**config.mk**
```make
export PLATFORM = sky130hd
export DESIGN_NAME = spi_sclk_gen
export DESIGN_NICKNAME = d
export VERILOG_FILES = /design/src/rtl/spi_sclk_gen_pkg.sv /design/src/rtl/spi_sclk_gen.sv
export SDC_FILE = /design/constraint.sdc
export NUM_CORES = 1
export LEC_CHECK = 0
export CELL_PAD_IN_SITES_DETAIL_PLACEMENT = 0
export CELL_PAD_IN_SITES_GLOBAL_PLACEMENT = 1
export CORE_MARGIN = 4
export CORE_UTILIZATION = 36
export DETAILED_ROUTE_END_ITERATION = 6
export GPL_TIMING_DRIVEN = 0
export PLACE_DENSITY_LB_ADDON = 0.1
export SYNTH_ARGS = -nofsm -noshare
export SYNTH_HDL_FRONTEND = slang
export SYNTH_SLANG_ARGS = --single-unit
```
**constraint.sdc**
```tcl
create_clock -name i_clk -period 2.2 [get_ports i_clk]
set_clock_uncertainty 0.05 [all_clocks]
set_input_delay 0.33 -clock i_clk [delete_from_list [all_inputs] [get_ports i_clk]]
set_output_delay 0.33 -clock i_clk [all_outputs]
set_load 0.05 [all_outputs]
```
**src/rtl/spi_sclk_gen_pkg.sv**
```systemverilog
// spi_sclk_gen_pkg: SPI-wide constants shared by the master core blocks.
// Rev 1.0
`default_nettype none

package spi_sclk_gen_pkg;

  // Width of the SCLK divider and its down-counter.
  localparam int SPI_DIVIDER_LEN_DEFAULT = 8;

endpackage : spi_sclk_gen_pkg

`default_nettype wire

```
**src/rtl/spi_sclk_gen.sv**
```systemverilog
// spi_sclk_gen: divides i_clk by 2*(i_divider+1) into SCLK plus registered edge strobes.
// Rev 1.0
`default_nettype none

module spi_sclk_gen
  import spi_sclk_gen_pkg::*;
#(
  parameter int SPI_DIVIDER_LEN = SPI_DIVIDER_LEN_DEFAULT
) (
  input  logic                       i_clk,
  input  logic                       i_rst_n,
  input  logic                       i_enable,
  input  logic                       i_tx_start,
  input  logic                       i_last_clk,
  input  logic [SPI_DIVIDER_LEN-1:0] i_divider,
  output logic                       o_clk_out,
  output logic                       o_pos_edge,
  output logic                       o_neg_edge
);

  logic [SPI_DIVIDER_LEN-1:0] cnt_q, cnt_d;
  logic                       clk_q, clk_d;
  logic                       pos_q, pos_d;
  logic                       neg_q, neg_d;

  logic cnt_zero;
  logic cnt_one;
  logic div_zero;

  always_comb begin
    cnt_zero = (cnt_q == '0);
    cnt_one  = (cnt_q == SPI_DIVIDER_LEN'(1));
    div_zero = (i_divider == '0);

    // Divider is sampled only on reload, so a new value never shortens a running half-period.
    cnt_d = cnt_q - SPI_DIVIDER_LEN'(1);
    if (!i_enable || cnt_zero) begin
      cnt_d = i_divider;
    end

    // On the last bit a high SCLK may still fall, but a low SCLK never rises again.
    clk_d = clk_q;
    if (i_enable && cnt_zero && (!i_last_clk || clk_q)) begin
      clk_d = ~clk_q;
    end

    pos_d = (i_enable && !clk_q && cnt_one)
         || (div_zero && clk_q)
         || (div_zero && i_tx_start && !i_enable);

    neg_d = (i_enable && clk_q && cnt_one)
         || (div_zero && !clk_q && i_enable);
  end

  always_ff @(posedge i_clk or negedge i_rst_n) begin
    if (!i_rst_n) begin
      cnt_q <= '1;
      clk_q <= 1'b0;
      pos_q <= 1'b0;
      neg_q <= 1'b0;
    end else begin
      cnt_q <= cnt_d;
      clk_q <= clk_d;
      pos_q <= pos_d;
      neg_q <= neg_d;
    end
  end

  assign o_clk_out  = clk_q;
  assign o_pos_edge = pos_q;
  assign o_neg_edge = neg_q;

endmodule : spi_sclk_gen

`default_nettype wire

```
==> impl_metrics.tcl, run 1 <==
set metrics [dict create \
    synth_area_um2 649 \
    die_w_um 50.5 \
    crit_chain "clkdlybuf4s50_1" \
    crit_arrival_ns 1.55 \
    syn_area_per_cell_um2 10.8 \
    ctsHoldBuffers 0 \
    synth_warnings 0 \
    crit_buf_inv 1 \
    async_flop_share_pct 100 \
    internal-power_mw 0.370 \
    core_um2 1730 \
    nFillCells 174 \
    grt_pass1_vias 513 \
    power_leakage_nw 0.328 \
    post_drt_via_cell_ratio 4.68 \
    min_path_type "primary input to asynchronous set/reset pin" \
    status "completed" \
    cts_tree "done" \
    post_cts_resized 0 \
    initial_core_util_pct 37.6 \
    ys_ff_latch 11 \
    yosysMostFrequentCell "dfstp_2" \
    switching_share_pct 29.0 \
    setup_viol 0 \
    overflow 0 \
    grt_pass1_wl_um 2200 \
    cp_max_fo 6 \
    hold_viol 0 \
    numCtsBuffers 3 \
    worstSetupEndpointType "output pin" \
    drive_gt1_share_pct 32.9 \
    p_per_area_nw_per_um2 608 \
    drtIter0Drc 3 \
    cp_slowest_stage_delay_ns 0.84 \
    cp_data_required_time_ns 1.82 \
    comb_power_share_pct 22.3 \
    timing.slew.headroom_pct 67.1 \
    yosys-top-cells-count "dfstp_2 (8), a21oi_2 (5), nor2_2 (5)" \
    timing.fmax_ghz 0.517 \
    syn-num-nets 75 \
    finalSetupTns_ns 0 \
    peakVddDrop_v 0.000337 \
    max_cap_violations 0 \
    worstMarginPinSlew_ns 0.493 \
    yosysUniqueCellTypes 28 \
    yosys.area.top_type "dfstp_2" \
    seq_area_frac_synth_pct 43.9 \
    cp_top_family "buffers and inverters" \
    grt_max_degree 12 \
    root_buffer "clkbuf_4" \
    die_y_um 50.5 \
    diodes 0 \
    p_sw_mw 0.151 \
    syn_inst 60 \
    path_clk_slew_ns 0.07 \
    dieArea_um2 2550 \
    fin_crit_ns 1.93 \
    clockBufferDepth 2 \
    grt_antenna_before_repair 0 \
    r2r-start "cnt_q[0]" \
    ios 16 \
    clk_latency_ns 0.27 \
    vias 487 \
    wl_per_cell_um 12.0 \
    period_share_pct 87.9 \
    syn_to_final_growth_pct 32.0 \
    grt_use_total_pct 11.9 \
    cts_setup_buffers 0 \
    num-nets-final 95 \
    io_buffer_count 15 \
    place_congestion 0.753 \
    cts.sinks 11 \
    synth-edff-count 0 \
    rsz0062_at_grt "false" \
    hold_ws_ns 0.342 \
    critPathSlowestCell "clkdlybuf4s50_1" \
    place_hpwl_um 983 \
    critPathKind "register to output pin" \
    synth_top_area_share_pct 32.4 \
    p_clk_share_pct 26.9 \
    ys.flop_type "dfstp_2" \
    cp-startpoint "o_clk_out" \
    drtPass1Iterations 4 \
    start_kind "register" \
    totalWireLength_um 1240 \
    slew_viol_final 0 \
    seq_power_share_pct 50.8 \
    netlist_top_cells_area "dfstp_2 (32%), dfrtp_1 (12%), a21oi_2 (6.7%)" \
    htree_levels 1 \
    drc 0 \
    num_rows 15 \
    final_antenna_net_count 0 \
]
==> worst paths after layout <==
kind / to / slack [ns] / cells after the start
setup / recovery: o_clk_out / 0.27 / 1
hold / removal: o_clk_out / 0.34 / 1
setup reg to reg: cnt_q[0] / 0.59 / 4
hold reg to reg: cnt_q[0] / 0.56 / 2
max in group asynchronous: cnt_q[0] / 1.41 / 1
min in group i_clk: cnt_q[1] / 0.54 / 3
==> metrics by stage <==
stage | worst slack [ns] | power (mW) | area (um^2) | std cells | utilization [%]
2_1_floorplan | 0.671 | 0.340 | 649 | 60 | -
3_3_place_gp | 0.488 | 0.386 | 831 | 100 | 48.1
3_5_place_dp | 0.502 | 0.386 | 831 | 100 | 48.1
4_1_cts | 0.258 | 0.530 | 857 | 104 | 49.6
5_1_grt | 0.224 | 0.557 | 857 | 104 | 49.6
6_report | 0.266 | 0.521 | 857 | 104 | 49.6
==> flip-flops by register name (all words and copies together), names as in the netlist <==
signal	cells
cnt_q	8
o_neg_edge	1
o_pos_edge	1
o_clk_out	1
==> placed cells by master, fill, tap and decap left out <==
master / instances
nor2_2: 5
a211o_2: 1
ha_1: 2
xnor2_1: 3
nor2_1: 2
nand3_1: 1
a21oi_1: 1
nor3_1: 3
clkbuf_1: 1
and3_1: 1
clkdlybuf4s50_1: 15
nand2_1: 3
o21ai_2: 1
dfstp_2: 8
and2_1: 1
dfrtp_1: 3
o21bai_1: 1
a21oi_2: 5
xor2_1: 2
clkbuf_4: 3
nor4_1: 2
mux2_1: 1
nand4_1: 2
a31oi_2: 1
buf_6: 1
a21o_1: 1
nor4_4: 1
or3_1: 1
mux2i_1: 2
inv_1: 4
nor3b_1: 1
==> routing by layer <==
layer	track usage, %	part of all wire, %
met1	14.2	47
met2	18.3	42
met3	3.56	7.4
met4	8.07	2.8
met5	0	0
==> kinds of logic after synthesis <==
group / Yosys count / synth area share [%]
mux: 3 / 4.82
compound gates: 11 / 14.6
flops: 11 / 43.9
xor+xnor: 5 / 6.74
buf+inv: 5 / 4.05
simple gates: 23 / 22.0
fa+ha+maj: 2 / 3.85
==> layout make-up <==
class | count | area (um^2) | share of cell area, %
Multi-Input combinational cell | 44 | 338 | 39.4
Sequential cell | 11 | 285 | 33.3
Timing Repair Buffer | 15 | 150 | 17.5
Tap cell | 25 | 31.3 | 3.65
Clock buffer | 4 | 26.3 | 3.07
Inverter | 4 | 15.0 | 1.75
Buffer | 1 | 11.3 | 1.31
==> power by group through the flow <==
stage	Clock [mW]	Sequential, mW	Combinational (mW)
finish	0.140	0.265	0.116
global placement	0	0.269	0.117
global route	0.156	0.269	0.132
detailed placement	0	0.268	0.118
CTS	0.146	0.265	0.119
floorplan	0	0.267	0.0733
Power figures use the tool's default switching activity.
==> inputs of run 2 (changes only) <==
--- a/config.mk
+++ b/config.mk
@@ -8,10 +8,13 @@
 export CELL_PAD_IN_SITES_DETAIL_PLACEMENT = 0
 export CELL_PAD_IN_SITES_GLOBAL_PLACEMENT = 1
 export CORE_MARGIN = 4
-export CORE_UTILIZATION = 36
+export CORE_UTILIZATION = 38
+export CTS_BUF_LIST = sky130_fd_sc_hd__clkbuf_4 sky130_fd_sc_hd__clkbuf_8
 export DETAILED_ROUTE_END_ITERATION = 6
 export GPL_TIMING_DRIVEN = 0
+export MAX_ROUTING_LAYER = met4
 export PLACE_DENSITY_LB_ADDON = 0.1
+export REMOVE_ABC_BUFFERS = 1
 export SYNTH_ARGS = -nofsm -noshare
 export SYNTH_HDL_FRONTEND = slang
 export SYNTH_SLANG_ARGS = --single-unit
==> impl_metrics.tcl, run 2 (synthesis gave the netlist of run 1 again) <==
set metrics [dict create \
    status "completed" \
    power_mw 0.530 \
    diodes 0 \
    clk_latency_ns 0.27 \
    final_cell_area_um2 838 \
    cts_setup_buffers 0 \
    num-nets-final 94 \
    setup_viol 0 \
    worstSetupEndpointType "register" \
    drive_gt1_share_pct 33.3 \
    place_hpwl_um 945 \
    min_path_type "primary input to asynchronous set/reset pin" \
    path_clk_slew_ns 0.08 \
    htree_levels 1 \
    clockBufferDepth 2 \
    drtIter0Drc 8 \
    num_rows 14 \
    hold_ws_ns 0.341 \
    rrSetupSlack_ns 0.10 \
    root_buffer "clkbuf_4" \
    overflow 0 \
    vias 482 \
    critPathKind "register to register" \
    largest_reg_flops 8 \
    cp-startpoint "cnt_q[0]" \
    final_common_cell "clkdlybuf4s50_1" \
    hold_viol 0 \
    max_cap_violations 0 \
    wl_per_cell_um 13.0 \
    reg2reg_depth 4 \
    dieArea_um2 2430 \
    top_register "cnt_q" \
    post_drt_via_cell_ratio 5.13 \
    power_leakage_nw 0.326 \
    fin_crit_ns 2.10 \
    cp_data_required_time_ns 2.34 \
    place_congestion 0.735 \
    die_y_um 49.3 \
    grt_pass1_vias 487 \
    syn_to_final_growth_pct 29.1 \
    grt_antenna_before_repair 0 \
    post_cts_resized 0 \
    regToRegEndpoint "cnt_q[0]" \
    rsz0062_at_grt "false" \
    final_antenna_net_count 0 \
    dp.cells 90 \
    period_share_pct 95.5 \
    grt_pass1_wl_um 2060 \
    grt_use_total_pct 11.3 \
    r2r-start "cnt_q[0]" \
    start_kind "register" \
    io_buffer_count 15 \
    core_um2 1560 \
    initial_core_util_pct 41.7 \
    drc 0 \
    timing.slew.headroom_pct 40.5 \
    worstMarginPinSlew_ns 0.889 \
    cts_tree "done" \
    numCtsBuffers 3 \
    grt_max_degree 13 \
    slew_viol_final 0 \
    timing.fmax_ghz 0.476 \
    drtPass1Iterations 4 \
    ios 16 \
    critical_path.endpoint "cnt_q[0]" \
    totalWireLength_um 1220 \
    peakVddDrop_v 0.000384 \
    place_area_um2 808 \
    crit_arrival_ns 2.24 \
    die_w_um 49.3 \
    ctsHoldBuffers 0 \
    cts.sinks 11 \
    p_per_area_nw_per_um2 633 \
    cp_max_fo 12 \
    instances_no_fill 94 \
    mostFrequentLayoutCells "clkdlybuf4s50_1 (15), dfstp_2 (8), nor2_2 (5), a21oi_2 (5)" \
]
## run 2: cell count changes in the layout (fill, tap and decap cells not counted)
cell	delta
clkbuf_4	+1
clkbuf_1	-1
buf_6	-1
## run 2: layout make-up
cell class                      count  area (um^2)
Tap cell                           16         20.0
Fill cell                         143          721
Sequential cell                    11          285
Clock buffer                        4         30.0
Multi-Input combinational cell     44          338
Timing Repair Buffer               15          150
Inverter                            4         15.0
## run 2: worst min-delay path by stage
stage	from	to	slack, ns	cells after the start
after floorplan	i_rst_n	o_clk_out	-0.02	0
after detailed placement	o_clk_out	o_clk_out	0.54	1
after global routing	i_rst_n	o_pos_edge	0.38	1
after global placement	o_clk_out	o_clk_out	0.53	1
after CTS	i_rst_n	o_pos_edge	0.35	1
final	i_rst_n	o_pos_edge	0.34	1
## run 2: critical path: stages (launching register included)
cell and delay, ns:
dfstp_2 0.55, inv_1 0.06, ha_1 0.29, a31oi_2 0.69, mux2_1 0.38
## run 2: per-stage QoR
| stage | setup slack, ns | setup TNS [ns] | utilization (%) |
|---|---|---|---|
| global placement | -0.00654 | -0.00654 | 51.8 |
| global route | 0.0111 | 0 | 53.8 |
| floorplan | 0.300 | 0 | - |
| CTS | 0.0869 | 0 | 53.8 |
| finish | 0.100 | 0 | 53.8 |
| detailed placement | -0.00970 | -0.00970 | 51.8 |
## run 2: routing by layer
metal	routed length (um)	track usage (%)	up-vias
li1	-	-	246
met1	581	13.2	221
met2	525	17.6	13
met3	103	6.12	2
met4	9	1.42	0
met5	0	-	-
## run 2: where the power goes
| part | total [mW] | switching, mW | internal (mW) |
|---|---|---|---|
| clock | 0.150 | 0.0677 | 0.0825 |
| combinational | 0.115 | 0.0560 | 0.0593 |
| sequential | 0.265 | 0.0260 | 0.239 |
